**config.mk**
```make
export PLATFORM = sky130hd
export DESIGN_NAME = dh_exchange_ctrl
export DESIGN_NICKNAME = d
export VERILOG_FILES = /design/src/rtl/dh_exchange_ctrl.sv
export SDC_FILE = /design/constraint.sdc
export NUM_CORES = 2
export LEC_CHECK = 0
export CAP_MARGIN = 40
export CELL_PAD_IN_SITES_DETAIL_PLACEMENT = 1
export CELL_PAD_IN_SITES_GLOBAL_PLACEMENT = 2
export CORE_AREA = 2 2 391 393
export CTS_CLUSTER_SIZE = 24
export DETAILED_ROUTE_END_ITERATION = 10
export DIE_AREA = 0 0 393 395
export GPL_TIMING_DRIVEN = 0
export HOLD_SLACK_MARGIN = 0.1
export PLACE_DENSITY_LB_ADDON = 0.1
export SYNTH_ARGS = -nofsm -noshare
export SYNTH_HDL_FRONTEND = slang
export SYNTH_SLANG_ARGS = --single-unit
```
**constraint.sdc**
```tcl
create_clock -name clk -period 30.8 [get_ports clk]
set_clock_uncertainty 0.05 [all_clocks]
set_input_delay 3.08 -clock clk [delete_from_list [all_inputs] [get_ports clk]]
set_output_delay 3.08 -clock clk [all_outputs]
set_load 0.005 [all_outputs]
```
**src/rtl/dh_exchange_ctrl.sv**
```systemverilog
// Diffie-Hellman exchange sequencer: drives one shared modular_exp engine twice
// (public key, then shared key) with operand muxing, stale-flag guard and watchdog.
module dh_exchange_ctrl #(
    parameter int WIDTH   = 100,
    parameter int TIMEOUT = 65535
) (
    input  logic             clk,
    input  logic             rst,
    input  logic             start,
    input  logic [WIDTH-1:0] prime,
    input  logic [WIDTH-1:0] gen,
    input  logic [WIDTH:0]   secret,
    input  logic [WIDTH-1:0] peer_pub,
    input  logic             peer_valid,
    output logic [WIDTH-1:0] pub_key,
    output logic             pub_valid,
    output logic [WIDTH-1:0] shared_key,
    output logic             shared_valid,
    output logic             busy,
    output logic [1:0]       err,
    output logic             eng_rst,
    output logic [WIDTH-1:0] eng_base,
    output logic [WIDTH:0]   eng_exp,
    output logic [WIDTH-1:0] eng_prime,
    input  logic [WIDTH-1:0] eng_result,
    input  logic             eng_dirty0,
    input  logic             eng_dirty1
);

    // state     | meaning
    // IDLE      | waiting for start
    // LOAD_PUB  | operands g/secret/p on engine, eng_rst pulse
    // RUN_PUB   | engine computing g^secret mod p
    // WAIT_PEER | public key out, waiting for peer value
    // CHECK     | range check 2 <= peer <= p-2
    // LOAD_SH   | operands peer/secret/p on engine, eng_rst pulse
    // RUN_SH    | engine computing peer^secret mod p
    // DONE      | finished (ok or error), start restarts
    typedef enum logic [2:0] {
        S_IDLE, S_LOAD_PUB, S_RUN_PUB, S_WAIT_PEER,
        S_CHECK, S_LOAD_SH, S_RUN_SH, S_DONE
    } state_t;

    localparam logic [15:0] TMR_LOAD = 16'(TIMEOUT - 1);

    state_t           state, state_nxt;
    logic [WIDTH-1:0] prime_q, peer_q;
    logic [WIDTH:0]   secret_q;
    logic [15:0]      tmr;
    logic [1:0]       guard;

    logic accept, running, eng_idle, run_done, run_tmo, peer_ok;
    logic [WIDTH-1:0] prime_m2;

    always_comb begin
        accept   = start && (state == S_IDLE || state == S_DONE);
        running  = (state == S_RUN_PUB) || (state == S_RUN_SH);
        eng_idle = !eng_dirty0 && !eng_dirty1;
        run_done = running && (guard == 2'd0) && eng_idle;
        run_tmo  = running && !run_done && (tmr == 16'd0);
        prime_m2 = prime_q - WIDTH'(2);
        // prime < 4 leaves no legal peer values; also keeps prime-2 from wrapping
        peer_ok  = (prime_q >= WIDTH'(4)) && (peer_q >= WIDTH'(2)) && (peer_q <= prime_m2);
    end

    always_comb begin
        state_nxt = state;
        case (state)
            S_IDLE, S_DONE: if (accept) state_nxt = S_LOAD_PUB;
            S_LOAD_PUB:     state_nxt = S_RUN_PUB;
            S_RUN_PUB: begin
                if (run_done)     state_nxt = S_WAIT_PEER;
                else if (run_tmo) state_nxt = S_DONE;
            end
            S_WAIT_PEER:    if (peer_valid) state_nxt = S_CHECK;
            S_CHECK:        state_nxt = peer_ok ? S_LOAD_SH : S_DONE;
            S_LOAD_SH:      state_nxt = S_RUN_SH;
            S_RUN_SH:       if (run_done || run_tmo) state_nxt = S_DONE;
            default:        state_nxt = S_IDLE;
        endcase
    end

    always_ff @(posedge clk or posedge rst) begin
        if (rst) begin
            state        <= S_IDLE;
            prime_q      <= '0;
            peer_q       <= '0;
            secret_q     <= '0;
            tmr          <= '0;
            guard        <= '0;
            pub_key      <= '0;
            pub_valid    <= 1'b0;
            shared_key   <= '0;
            shared_valid <= 1'b0;
            busy         <= 1'b0;
            err          <= 2'b00;
            eng_rst      <= 1'b0;
            eng_base     <= '0;
            eng_exp      <= '0;
            eng_prime    <= '0;
        end else begin
            state   <= state_nxt;
            eng_rst <= (state_nxt == S_LOAD_PUB) || (state_nxt == S_LOAD_SH);
            busy    <= (state_nxt != S_IDLE) && (state_nxt != S_DONE);

            if (accept) begin
                prime_q      <= prime;
                secret_q     <= secret;
                eng_base     <= gen;
                eng_exp      <= secret;
                eng_prime    <= prime;
                pub_valid    <= 1'b0;
                shared_valid <= 1'b0;
                err          <= 2'b00;
            end

            if (state == S_WAIT_PEER && peer_valid)
                peer_q <= peer_pub;

            if (state == S_CHECK) begin
                if (peer_ok) begin
                    eng_base  <= peer_q;
                    eng_exp   <= secret_q;
                    eng_prime <= prime_q;
                end else begin
                    err <= 2'b01;
                end
            end

            // guard and watchdog both tick from the first RUN cycle
            if (state == S_LOAD_PUB || state == S_LOAD_SH) begin
                guard <= 2'd2;
                tmr   <= TMR_LOAD;
            end else if (running) begin
                if (guard != 2'd0) guard <= guard - 2'd1;
                if (tmr != 16'd0)  tmr   <= tmr - 16'd1;
            end

            if (run_done) begin
                if (state == S_RUN_PUB) begin
                    pub_key   <= eng_result;
                    pub_valid <= 1'b1;
                end else begin
                    shared_key   <= eng_result;
                    shared_valid <= 1'b1;
                end
            end

            if (run_tmo)
                err <= 2'b10;
        end
    end

endmodule
```
==> impl_metrics.py <==
metrics = {
    "synth": {
        "synth_area_leaders": "dfrtp_1 (53%), nand2_1 (13%), mux2_2 (9.1%)",
        "synth_cells": 3596,
        "synth.distinct_cells": 66,
        "synth_edf_count": 0,
        "synth_area_um2": 39040,
        "syn-num-nets": 4211,
        "synth-warning-count": 0,
        "synthDominantCellAreaShare_pct": 53.14,
        "async_flop_share_pct": 100.0,
        "synth_flop_cell": "dfrtp_1",
        "synth-seq-area-share_pct": 53.14,
        "synth.avg_cell_area_um2": 10.86,
        "yosys_register_bits": 829,
        "synth_top_cell_by_area": "dfrtp_1",
    },
    "placement": {
        "routabilityCongestion": 0.8028,
        "hpwlAfterDp_mm": 144.5,
        "port_buffers": 1013,
        "dp_slack_ps": 22890,
        "placed_cell_area_um2": 52270,
        "dp.cells": 6672,
    },
    "worst_setup_path": {
        "crit_path_start_kind": "flip-flop",
        "critPathMaxStageDelay_ps": 780,
        "worstSetupEndpointType": "flip-flop",
        "cp.required_ps": 31310,
        "cp_max_fo": 10,
        "cp_cell_sequence": "or4_4, nand4bb_1, or4b_2, nor4b_4, nand3b_1, nand2b_1, buf_2, nor3_1, xnor2_1, ha_1, nand4_1, nor4_1, nand4_1, or4_1, o21ai_2, nand4_4, buf_6, buf_6, mux2_1",
        "critPathArrivalTime_ps": 8070,
        "cp_slowest_cell": "or4b_2",
        "path_buf_inv": 3,
        "crit_type": "flip-flop to flip-flop",
        "cp_top_family": "simple AND/OR/NAND/NOR gates",
    },
    "layout": {
        "area_delta_synth_final_pct": 42.91,
        "design_area_um2": 55790,
        "num-nets-final": 5361,
        "fin_util_pct": 36.90,
        "drive_above_1_share_pct": 16.08,
        "stdcell_count": 6870,
        "nFillCells": 16730,
    },
    "clocking": {
        "insertion_delay_ps": 740,
        "clkSlewWorstSetupHoldPaths_ps": 60,
        "hold_buffers": 0,
        "cts_tree": "yes",
        "cts-htree-levels": 3,
        "cts.sinks": 829,
        "ctsRootBufferMaster": "clkbuf_16",
        "postCtsSetupBuffers": 0,
        "cts_buffer_depth": 3,
        "cts.repair.resized": 0,
        "cts_made_buffers": 102,
    },
    "timing": {
        "rsz0062_at_grt": "false",
        "setup_slack_ps": 23240,
        "clock.fmax_mhz": 132.3,
        "whs_ps": 424.9,
        "tns_ps": 0,
        "tightestPinTransition_ps": 1017,
        "setup_viol": 0,
        "fin_crit_sh_pct": 24.55,
        "hold_violations": 0,
        "finalCriticalPeriod_ps": 7560,
        "slew_violations": 0,
        "slew_headroom_pct": 31.59,
    },
    "grt": {
        "antenna_found_initial": 56,
        "use_met1_pct": 26.65,
        "use_met2_pct": 40.62,
        "use_met3_pct": 7.424,
        "grt-ovfl-total": 0,
        "grt_pass1_wl_mm": 253.6,
        "busiest_layer": "met2",
        "grt_use_total_pct": 22.85,
        "grt_pass1_vias": 33520,
        "grt_max_degree": 113,
    },
    "hold_path": {
        "hp-class": "flip-flop to flip-flop",
    },
    "power_and_ir_drop": {
        "p_leak_nw": 26.38,
        "ir_drop_mv": 0.05199,
        "clock_power_share_pct": 20.5,
        "p_per_area_nw_per_um2": 109.9,
        "total_power_mw": 6.132,
        "pwr-share-seq_pct": 34.1,
        "p_sw_share_pct": 37.42,
        "p_sw_mw": 2.294,
        "p_int_mw": 3.837,
        "comb_power_share_pct": 45.3,
    },
    "flow_run": {
        "drv_cap": 0,
    },
    "floorplan": {
        "die_w_um": 393,
        "core-area_um2": 151200,
        "dieArea_um2": 155200,
        "initial_core_util_pct": 25.82,
        "die_y_um": 395,
        "rows": 143,
        "ios": 1014,
    },
    "route": {
        "first_pass_iters": 5,
        "wl_per_cell_um": 26.19,
        "routed_wl_mm": 179.9,
        "detail-route-antenna-nets": 0,
        "via_per_inst": 4.501,
        "drc_errors": 0,
        "drtIter0Drc": 1249,
        "vias": 30920,
    },
    "run_status": {
        "outcome": "finished clean",
    },
}
[tightest hold or removal path, cell delays in order, from the launching register on]
cell and delay, ps:
dfrtp_1 340, nand2_1 50, nand2_1 50
[state kept, by name (all words and copies together), names as in the netlist]
signal        flops
eng_rst           1
shared_key      100
state             3
err               2
shared_valid      1
tmr              16
prime_q         100
guard             2
busy              1
eng_prime       100
eng_base        100
secret_q        101
pub_key         100
eng_exp         101
peer_q          100
pub_valid         1
[final cells by class]
cell class	instances	area [um^2]	area share [%]
diodes	13	32.53	0.05831
plain buffers	164	864.6	1.550
clock buffers	138	2930	5.252
clock inverters	47	558.0	1.000
inverters	13	56.30	0.1009
multi-input cells	2590	17390	31.17
flip-flops and latches	829	20740	37.18
well taps	2030	2540	4.553
repair buffers	1046	10670	19.13
[logic make-up after synthesis]
| group | after synthesis | share of synthesized area, % |
|---|---|---|
| AND/OR/NAND/NOR | 1666 | 17.71 |
| flip-flops | 829 | 53.14 |
| multiplexers | 606 | 19.38 |
| buffers and inverters | 177 | 2.327 |
| adder cells (fa/ha/maj) | 108 | 3.461 |
| AO/OA/AOI/OAI | 107 | 1.663 |
| XOR/XNOR | 103 | 2.311 |
[cells in the final DEF (no fill, tap or decap), types with 30 or more instances in the layout]
cell             count
mux2_1              86
mux2_2             314
ha_1               108
nand2_1           1366
mux2_4             200
xnor2_1             77
clkdlybuf4s50_1   1013
a21oi_1             45
nor3_1              45
dfrtp_1            829
clkinv_2            30
buf_6               37
nor2_1              66
clkbuf_16          104
clkbuf_1           133
nor4_1              53
[cell usage after synthesis, types with 8 or more instances]
cell type / count
xnor2_1: 77
dfrtp_1: 829
mux2_2: 314
nand2_1: 1366
nor3_1: 45
nand2b_1: 11
mux2_4: 200
buf_6: 32
clkbuf_1: 123
a21o_1: 8
nand4_1: 28
or4_1: 17
nand3_1: 21
nor4_1: 54
a21oi_1: 45
inv_1: 13
xor2_1: 26
or3_1: 10
nor2_1: 66
mux2_1: 86
o21ai_0: 21
ha_1: 108
[path summary, 6_finish.rpt]
path,start,endpoint,slack (ps),cells past startpoint
max,prime_q[42],eng_base[38],23240,19
min,secret_q[78],secret_q[78],420,2
max reg2reg,prime_q[42],eng_base[38],23240,19
min reg2reg,secret_q[78],secret_q[78],420,2
max in group asynchronous,rst,eng_exp[41],26450,4
min in group asynchronous,rst,eng_prime[35],2690,2
[power groups by stage]
stage / Sequential [mW] / Clock [mW] / Combinational (mW)
after floorplan: 1.95 / 0 / 1.46
after detailed placement: 2.12 / 0 / 2.83
after global routing: 2.17 / 1.34 / 3.06
after global placement: 2.12 / 0 / 2.76
after CTS: 2.11 / 1.30 / 2.84
final: 2.09 / 1.26 / 2.78
[layer usage]
| layer | up-vias | part of all wire (%) |
|---|---|---|
| li1 | 14320 | - |
| met1 | 15520 | 40 |
| met2 | 798 | 51 |
| met3 | 225 | 7.4 |
| met4 | 58 | 2.1 |
| met5 | - | 0.21 |
(Power assumes the default switching activity.)
